## src/rtl/seq_divider.sv

```systemverilog
// seq_divider: multi-cycle restoring divider, signed or unsigned per operation.
// Operands are reduced to magnitudes and the results are sign-corrected.
// Handshake: start (sampled while idle) / busy / one-cycle done pulse.
// Optional build macro DIV_EARLY_EXIT_EN: skip the DIV phase when |dividend| < |divisor|.
module seq_divider #(
    parameter int unsigned WIDTH = 16
) (
    input  logic             clk,
    input  logic             rst,
    input  logic             start,
    input  logic             signed_mode,
    input  logic [WIDTH-1:0] dividend,
    input  logic [WIDTH-1:0] divisor,
    output logic             busy,
    output logic             done,
    output logic [WIDTH-1:0] quotient,
    output logic [WIDTH-1:0] remainder,
    output logic             div_by_zero
);

    localparam int unsigned CNT_W = $clog2(WIDTH);

    typedef enum logic [1:0] {
        ST_IDLE = 2'd0,
        ST_DIV  = 2'd1,
        ST_FIX  = 2'd2
    } state_t;

    state_t state_q, state_d;

    logic [WIDTH-1:0] rem_q, rem_d;
    logic [WIDTH-1:0] quo_q, quo_d;
    logic [WIDTH-1:0] dvs_q, dvs_d;
    logic [CNT_W-1:0] cnt_q, cnt_d;
    logic             qsign_q, qsign_d;
    logic             rsign_q, rsign_d;
    logic             dz_q, dz_d;

    logic             busy_q, busy_d;
    logic             done_q, done_d;
    logic [WIDTH-1:0] quotient_q, quotient_d;
    logic [WIDTH-1:0] remainder_q, remainder_d;
    logic             div_by_zero_q, div_by_zero_d;

    logic             a_neg_c, b_neg_c;
    logic [WIDTH-1:0] mag_a_c, mag_b_c;
    logic             div_zero_c;
    logic             early_c;
    logic [WIDTH:0]   shifted_c;
    logic [WIDTH+1:0] trial_c;

    // Operand magnitudes and signs as seen at start.
    always_comb begin
        a_neg_c    = signed_mode & dividend[WIDTH-1];
        b_neg_c    = signed_mode & divisor[WIDTH-1];
        mag_a_c    = a_neg_c ? WIDTH'(-dividend) : dividend;
        mag_b_c    = b_neg_c ? WIDTH'(-divisor)  : divisor;
        div_zero_c = (divisor == '0);
    end

`ifdef DIV_EARLY_EXIT_EN
    assign early_c = !div_zero_c && (mag_a_c < mag_b_c);
`else
    assign early_c = 1'b0;
`endif

    // One restoring step: shift in the next dividend bit, trial-subtract the divisor.
    always_comb begin
        shifted_c = {rem_q, quo_q[WIDTH-1]};
        trial_c   = {1'b0, shifted_c} - {2'b00, dvs_q};
    end

    // State register.
    always_ff @(posedge clk) begin
        if (rst) begin
            state_q <= ST_IDLE;
        end else begin
            state_q <= state_d;
        end
    end

    // Next-state logic.
    always_comb begin
        state_d = state_q;
        case (state_q)
            ST_IDLE: begin
                if (start) begin
                    state_d = (div_zero_c || early_c) ? ST_FIX : ST_DIV;
                end
            end
            ST_DIV: begin
                if (cnt_q == '0) begin
                    state_d = ST_FIX;
                end
            end
            ST_FIX:  state_d = ST_IDLE;
            default: state_d = ST_IDLE;
        endcase
    end

    // Datapath and output next values.
    always_comb begin
        rem_d         = rem_q;
        quo_d         = quo_q;
        dvs_d         = dvs_q;
        cnt_d         = cnt_q;
        qsign_d       = qsign_q;
        rsign_d       = rsign_q;
        dz_d          = dz_q;
        busy_d        = (state_d != ST_IDLE);
        done_d        = 1'b0;
        quotient_d    = quotient_q;
        remainder_d   = remainder_q;
        div_by_zero_d = div_by_zero_q;
        case (state_q)
            ST_IDLE: begin
                if (start) begin
                    dvs_d   = mag_b_c;
                    qsign_d = a_neg_c ^ b_neg_c;
                    rsign_d = a_neg_c;
                    dz_d    = div_zero_c;
                    cnt_d   = CNT_W'(WIDTH - 1);
                    if (div_zero_c || early_c) begin
                        rem_d = mag_a_c;
                        quo_d = '0;
                    end else begin
                        rem_d = '0;
                        quo_d = mag_a_c;
                    end
                end
            end
            ST_DIV: begin
                if (trial_c[WIDTH+1]) begin
                    rem_d = shifted_c[WIDTH-1:0];
                    quo_d = {quo_q[WIDTH-2:0], 1'b0};
                end else begin
                    rem_d = trial_c[WIDTH-1:0];
                    quo_d = {quo_q[WIDTH-2:0], 1'b1};
                end
                cnt_d = cnt_q - CNT_W'(1);
            end
            ST_FIX: begin
                done_d        = 1'b1;
                quotient_d    = dz_q ? '1 : (qsign_q ? WIDTH'(-quo_q) : quo_q);
                remainder_d   = rsign_q ? WIDTH'(-rem_q) : rem_q;
                div_by_zero_d = dz_q;
            end
            default: ;
        endcase
    end

    // Datapath and output registers.
    always_ff @(posedge clk) begin
        if (rst) begin
            rem_q         <= '0;
            quo_q         <= '0;
            dvs_q         <= '0;
            cnt_q         <= '0;
            qsign_q       <= 1'b0;
            rsign_q       <= 1'b0;
            dz_q          <= 1'b0;
            busy_q        <= 1'b0;
            done_q        <= 1'b0;
            quotient_q    <= '0;
            remainder_q   <= '0;
            div_by_zero_q <= 1'b0;
        end else begin
            rem_q         <= rem_d;
            quo_q         <= quo_d;
            dvs_q         <= dvs_d;
            cnt_q         <= cnt_d;
            qsign_q       <= qsign_d;
            rsign_q       <= rsign_d;
            dz_q          <= dz_d;
            busy_q        <= busy_d;
            done_q        <= done_d;
            quotient_q    <= quotient_d;
            remainder_q   <= remainder_d;
            div_by_zero_q <= div_by_zero_d;
        end
    end

    assign busy        = busy_q;
    assign done        = done_q;
    assign quotient    = quotient_q;
    assign remainder   = remainder_q;
    assign div_by_zero = div_by_zero_q;

endmodule

```

## config.mk

```make
export PLATFORM = sky130hd
export DESIGN_NAME = seq_divider
export DESIGN_NICKNAME = d
export VERILOG_FILES = /design/src/rtl/seq_divider.sv
export SDC_FILE = /design/constraint.sdc
export NUM_CORES = 1
export LEC_CHECK = 0
export BUFFER_PORTS_ARGS = -buffer_cell sky130_fd_sc_hd__buf_2
export CORE_MARGIN = 2
export CORE_UTILIZATION = 50
export DETAILED_ROUTE_END_ITERATION = 10
export PLACE_DENSITY = 0.7
export SKIP_CTS_REPAIR_TIMING = 1
export SYNTH_ARGS = -nofsm -noshare
export SYNTH_HDL_FRONTEND = slang
export SYNTH_SLANG_ARGS = --single-unit
```

## constraint.sdc

```tcl
create_clock -name clk -period 2.7 [get_ports clk]
set_input_delay 0.27 -clock clk [delete_from_list [all_inputs] [get_ports clk]]
set_output_delay 0.27 -clock clk [all_outputs]
set_load 0.05 [all_outputs]
```

# Word level (Yosys, flattened, before mapping)
# Index checks and enable logic that the tools add are counted.
word_totals:
  ff_bits: 92
  in_bits: 36
  output_inout_bits: 35
  wordCells: 52
classes:
  add_sub_neg: 6
  eq_ne: 3
  n_mux: 20
  n_bitwise: 3
  n_reduce_logical: 7
op_table:
  columns: ["cell", "n"]
  rows:
  - ["two-way mux 16 bit", 10]
  - ["negator 16 bit", 4]
  - ["one-hot mux 16 bit (2 select lines)", 2]
  - ["subtractor 17 x 16 -> 18 bit", 1]
  - ["zero test 16 bit", 1]
  - ["one-hot mux 4 bit (2 select lines)", 1]
  - ["two-way mux 2 bit", 3]
  - ["zero test 4 bit", 1]
  - ["two-way mux 4 bit", 1]
  - ["one-hot mux 2 bit (2 select lines)", 1]
  - ["AND reduction 2 bit", 2]
  - ["nonzero test 2 bit", 2]
  - ["subtractor 4 x 1 -> 4 bit, second input constant", 1]
  - ["bitwise AND 1 bit", 2]
  - ["== test 2 x 1 -> 1 bit, second input constant", 1]
  - ["== test 2 bit, second input constant", 1]
  - ["zero test 2 bit", 1]
  - ["two-way mux 1 bit", 2]
  - ["inequality test 2 bit, second input constant", 1]
  - ["bitwise XOR 1 bit", 1]

# Depth between registers and ports, before layout
logic_depth:
  ltp_word: 5
  ltp_mapped: 11
  ltp_nobuf: 11

# Worst setup path before layout
# OpenSTA, ideal clock, no wires.
synth_path:
  path_type: "flip-flop to flip-flop"
  startpoint: "register quo_q[15]"
  endpoint: "register rem_q[12]"
  setup_ps: 116
  t_arrival_ps: 2296
  required_time_ps: 2584
  slack_ps: 288
  path_stages_with_launch: 12
  path_buffers: 0
  synth_period_minus_slack_ps: 2412
  path_cell_list: "dfxtp_1 inv_1 ha_1 inv_1 fa_1 a211oi_1 o21bai_1 a2111oi_0 nor2_1 a31oi_1 xnor2_1 a31o_2"
synth_via:
  elab_chain_cells: 3
synth_lines:
  columns: ["item", "line", "text"]
  rows:
  - ["start: declaration", "32", "logic [WIDTH-1:0] quo_q, quo_d;"]
  - ["start signal: assignment", "169", "quo_q <= quo_d;"]
  - ["subtractor 17 x 16 -> 18 bit", "70", "trial_c = {1'b0, shifted_c} - {2'b00, dvs_q};"]
  - ["two-way mux 16 bit", "133", "if (trial_c[WIDTH+1]) begin"]
  - ["one-hot mux 16 bit (2 select lines)", "115", "case (state_q)"]
  - ["end signal: assignment", "168", "rem_q <= rem_d;"]
  - ["end: declaration", "31", "logic [WIDTH-1:0] rem_q, rem_d;"]
# Every way passes these cells.
# A chain may end at the register's enable or synchronous reset.

# Worst setup path in the final report
layout_path:
  startpoint: "register rem_q[9]"
  endpoint: "register rem_q[7]"
layout_via:
  elab_chain_cells: 3
layout_lines:
  columns: ["item", "line"]
  rows:
  - ["subtractor 17 x 16 -> 18 bit", "70"]
  - ["two-way mux 16 bit", "133"]
  - ["one-hot mux 16 bit (2 select lines)", "115"]
# Every way passes these cells.

==> impl_metrics.csv <==
group,metric,value,unit
placed_design,dp_slack,-0.106,ns
outcome,status,"finished clean",
final_layout,n_antenna_cell,0,
floorplan,ios,71,
worst_setup_path,critPathTopFamily,"compound AO/OA/AOI/OAI gates",
clocking,cts_buffers,9,
yosys,synth-xor-area-share,9.93,%
detailed_routing,viasPerCell,5.93,
final_layout,nNetsFinal,822,
sta,relSlewSlack,37.3,%
yosys,synth_top_family_by_area,"compound AO/OA/AOI/OAI gates",
clocking,cts_tree,"built",
placed_design,gp_congestion,0.900,
power,clockPowerShare,25.5,%
yosys,async_reset_ff_share,0,%
sta,fin_crit_sh,96.9,%
placed_design,portBuffers,70,
floorplan,initial_core_util,51.3,%
yosys,syn-num-nets,756,
power,p_switching,1.50,mW
sta,rsz0062_at_grt,"false",
worst_setup_path,worstPathRequired,2.97,ns
global_routing,grt_use_total,25.8,%
sta,clock_skew,0.0144,ns
power,power_density,641,nW/um^2
detailed_routing,routed_wl,15100,um
power,peakVddDrop,281,uV
worst_setup_path,cp-end-kind,"flip-flop",
flow_run,max_cap_viol_count,0,
final_layout,fillCellCount,1045,
global_routing,gr-total-overflow,0,
clocking,clk_latency,0.38,ns
final_layout,final_common_cell,"nor2_1",
clocking,clkTransAtPathRegs,0.10,ns
clocking,clock-sinks,92,
global_routing,grt_pass1_vias,4998,
worst_setup_path,path_class,"flip-flop to flip-flop",
floorplan,core,10800,sq um
detailed_routing,routed-via-count,5386,
floorplan,die_x,109,um
yosys,ys_warn_count,0,
yosys,synth_adder_area_share,5.09,%
worst_setup_path,worstSetupStartpointType,"flip-flop",
yosys,yosysUniqueCellTypes,61,
power,swShare,36.9,%
clocking,cts_max_level,3,
yosys,synth-simple-area-share,20.8,%
worst_setup_path,crit_buf_inv,0,
placed_design,dp_hpwl,11400,um
sta,worstMarginPinSlew,0.938,ns
sta,setup_viol,0,
global_routing,antenna_found_initial,0,
detailed_routing,wire_per_inst,16.6,um
floorplan,dieHeight,109,um
final_layout,drive_gt1_share,16.3,%
power,p_leak,2.51,nW
sta,hold_viol,0,
worst_setup_path,r2r_slack,0.08,ns
power,p_seq_share,38.5,%
detailed_routing,drt_iter0_drc,421,
yosys,ys_seq_elements,92,
global_routing,grt_pass1_wl,24100,um
detailed_routing,drt_first_pass_iters,7,
detailed_routing,drcViolationCount,0,
sta,finalCriticalPeriod,2.62,ns
yosys,synth_compound_area_share,24.4,%
yosys,syn_inst,698,
yosys,synth_enable_flop_cells,0,
clocking,root_buffer,"clkbuf_8",
yosys,syn_avg_cell_area,7.96,sq um
yosys,syn_area,5560,sq um
sta,drv_slew,0,
worst_setup_path,critical_path.cell_chain,"ha_1 > a21o_1 > nand3_1 > a311oi_2 > a211o_1 > a31o_4 > or3_1 > o311a_1",
sta,clock.fmax,0.382,GHz
global_routing,grt_max_degree,47,
worst_setup_path,worstPathMaxFanout,19,
detailed_routing,ant_nets,0,
final_layout,area_growth,14.4,%
sta,worst_slack,0.0839,ns
floorplan,dieArea,12000,sq um
yosys,synth_mux_area_share,1.62,%
yosys,ys.flop_type,"dfxtp_1",
power,p_int,2.57,mW
sta,hold_slack,0.174,ns
worst_setup_path,cp.arrival,2.88,ns
worst_setup_path,slowest_delay,0.46,ns
floorplan,placementRows,38,
worst_setup_path,cpMaxStageDelayCell,"dfxtp_1",
yosys,ys_seq_area_share,33.1,%
clocking,clock_path_buffers,2,
power,power_frac_comb,36.1,%
worst_hold_path,hp-class,"input pin to flip-flop",
final_layout,mostFrequentLayoutCells,"nor2_1, dfxtp_1, buf_2",
## flip-flops by register name, summed over array words and instances (netlist names)
| name | cells |
|---|---|
| dvs_q | 16 |
| quo_q | 16 |
| quotient | 16 |
| rem_q | 16 |
| remainder | 16 |
| cnt_q | 4 |
| state_q | 2 |
| busy | 1 |
| div_by_zero | 1 |
| done | 1 |
| dz_q | 1 |
| qsign_q | 1 |
| rsign_q | 1 |
## metal layers
metal	up-vias	global-route usage, %	wire length [um]
met5	-	0	0
met4	0	11.2	277
met3	21	3.08	927
met2	180	42.0	7050
met1	2512	34.5	6850
li1	2673	-	-
## worst reg2reg max path: stages (launching register included)
cell      delay (ns)
dfxtp_1         0.46
ha_1            0.34
a21o_1          0.22
nand3_1         0.12
a311oi_2        0.16
a211o_1         0.41
a31o_4          0.33
or3_1           0.34
o311a_1         0.13
## worst paths after layout
kind / from / endpoint / cells after the start
worst min-delay path: divisor[1] / dvs_q[1] / 3
worst min register to register: remainder[15] / remainder[15] / 2
worst max register to register: rem_q[9] / rem_q[7] / 8
worst max-delay path: rem_q[9] / rem_q[7] / 8
## synthesized netlist by cell type, drive strengths merged (3+ instances only)
cell / count / area (sq um)
and2: 3 / 18.8
or4: 9 / 75.1
o41ai: 8 / 70.1
o31a: 3 / 26.3
nand3: 13 / 65.1
a31o: 4 / 35.0
o21ai: 29 / 145
nand3b: 5 / 37.5
xnor2: 32 / 280
a31oi: 8 / 50.1
or2: 3 / 18.8
o22ai: 8 / 50.1
buf: 9 / 46.3
a211oi: 35 / 263
a22oi: 9 / 67.6
nor2: 100 / 375
clkbuf: 30 / 113
nand2b: 6 / 37.5
o211ai: 3 / 22.5
nand2: 49 / 186
nor2b: 6 / 37.5
a311oi: 5 / 43.8
xor2: 31 / 272
dfxtp: 92 / 1840
o21bai: 3 / 22.5
nor3: 28 / 163
ha: 21 / 263
inv: 32 / 120
mux2i: 9 / 90.1
a222oi: 10 / 100
a221oi: 3 / 26.3
o21a: 3 / 22.5
o31ai: 11 / 82.6
or3: 8 / 50.1
and3: 4 / 25.0
a21oi: 43 / 215
## final cells by class
type	instances	area, sq um	share of cell area, %
Inverter	32	120	1.89
Sequential cell	92	1840	29.0
Timing Repair Buffer	94	543	8.54
Tap cell	140	175	2.75
Clock inverter	5	85.1	1.34
Clock buffer	10	128	2.01
Multi-Input combinational cell	535	3470	54.5
## kinds of logic after synthesis
| group | Yosys count |
|---|---|
| flops | 92 |
| simple gates | 243 |
| buf+inv | 71 |
| fa+ha+maj | 22 |
| compound gates | 198 |
| mux | 9 |
| xor+xnor | 63 |
## power by group through the flow
stage | clock network [mW] | logic, mW | registers, mW
final | 1.04 | 1.47 | 1.57
after global routing | 1.11 | 1.61 | 1.58
after CTS | 1.08 | 1.42 | 1.56
after detailed placement | 0 | 1.41 | 1.60
after global placement | 0 | 1.37 | 1.59
after floorplan | 0 | 0.995 | 1.64
## stage by stage
stage                     power (mW)  std cells  TNS, ns  area (sq um)  util [%]
after floorplan                 2.63        698        0          5560         -
after global placement          2.97        893        0          6120      56.5
after detailed placement        3.01        893   -0.524          6120      56.5
after CTS                       4.06        908    -1.14          6330      58.4
after global routing            4.30        908        0          6360      58.7
final                           4.08        908        0          6360      58.7
Power figures use the tool's default switching activity.
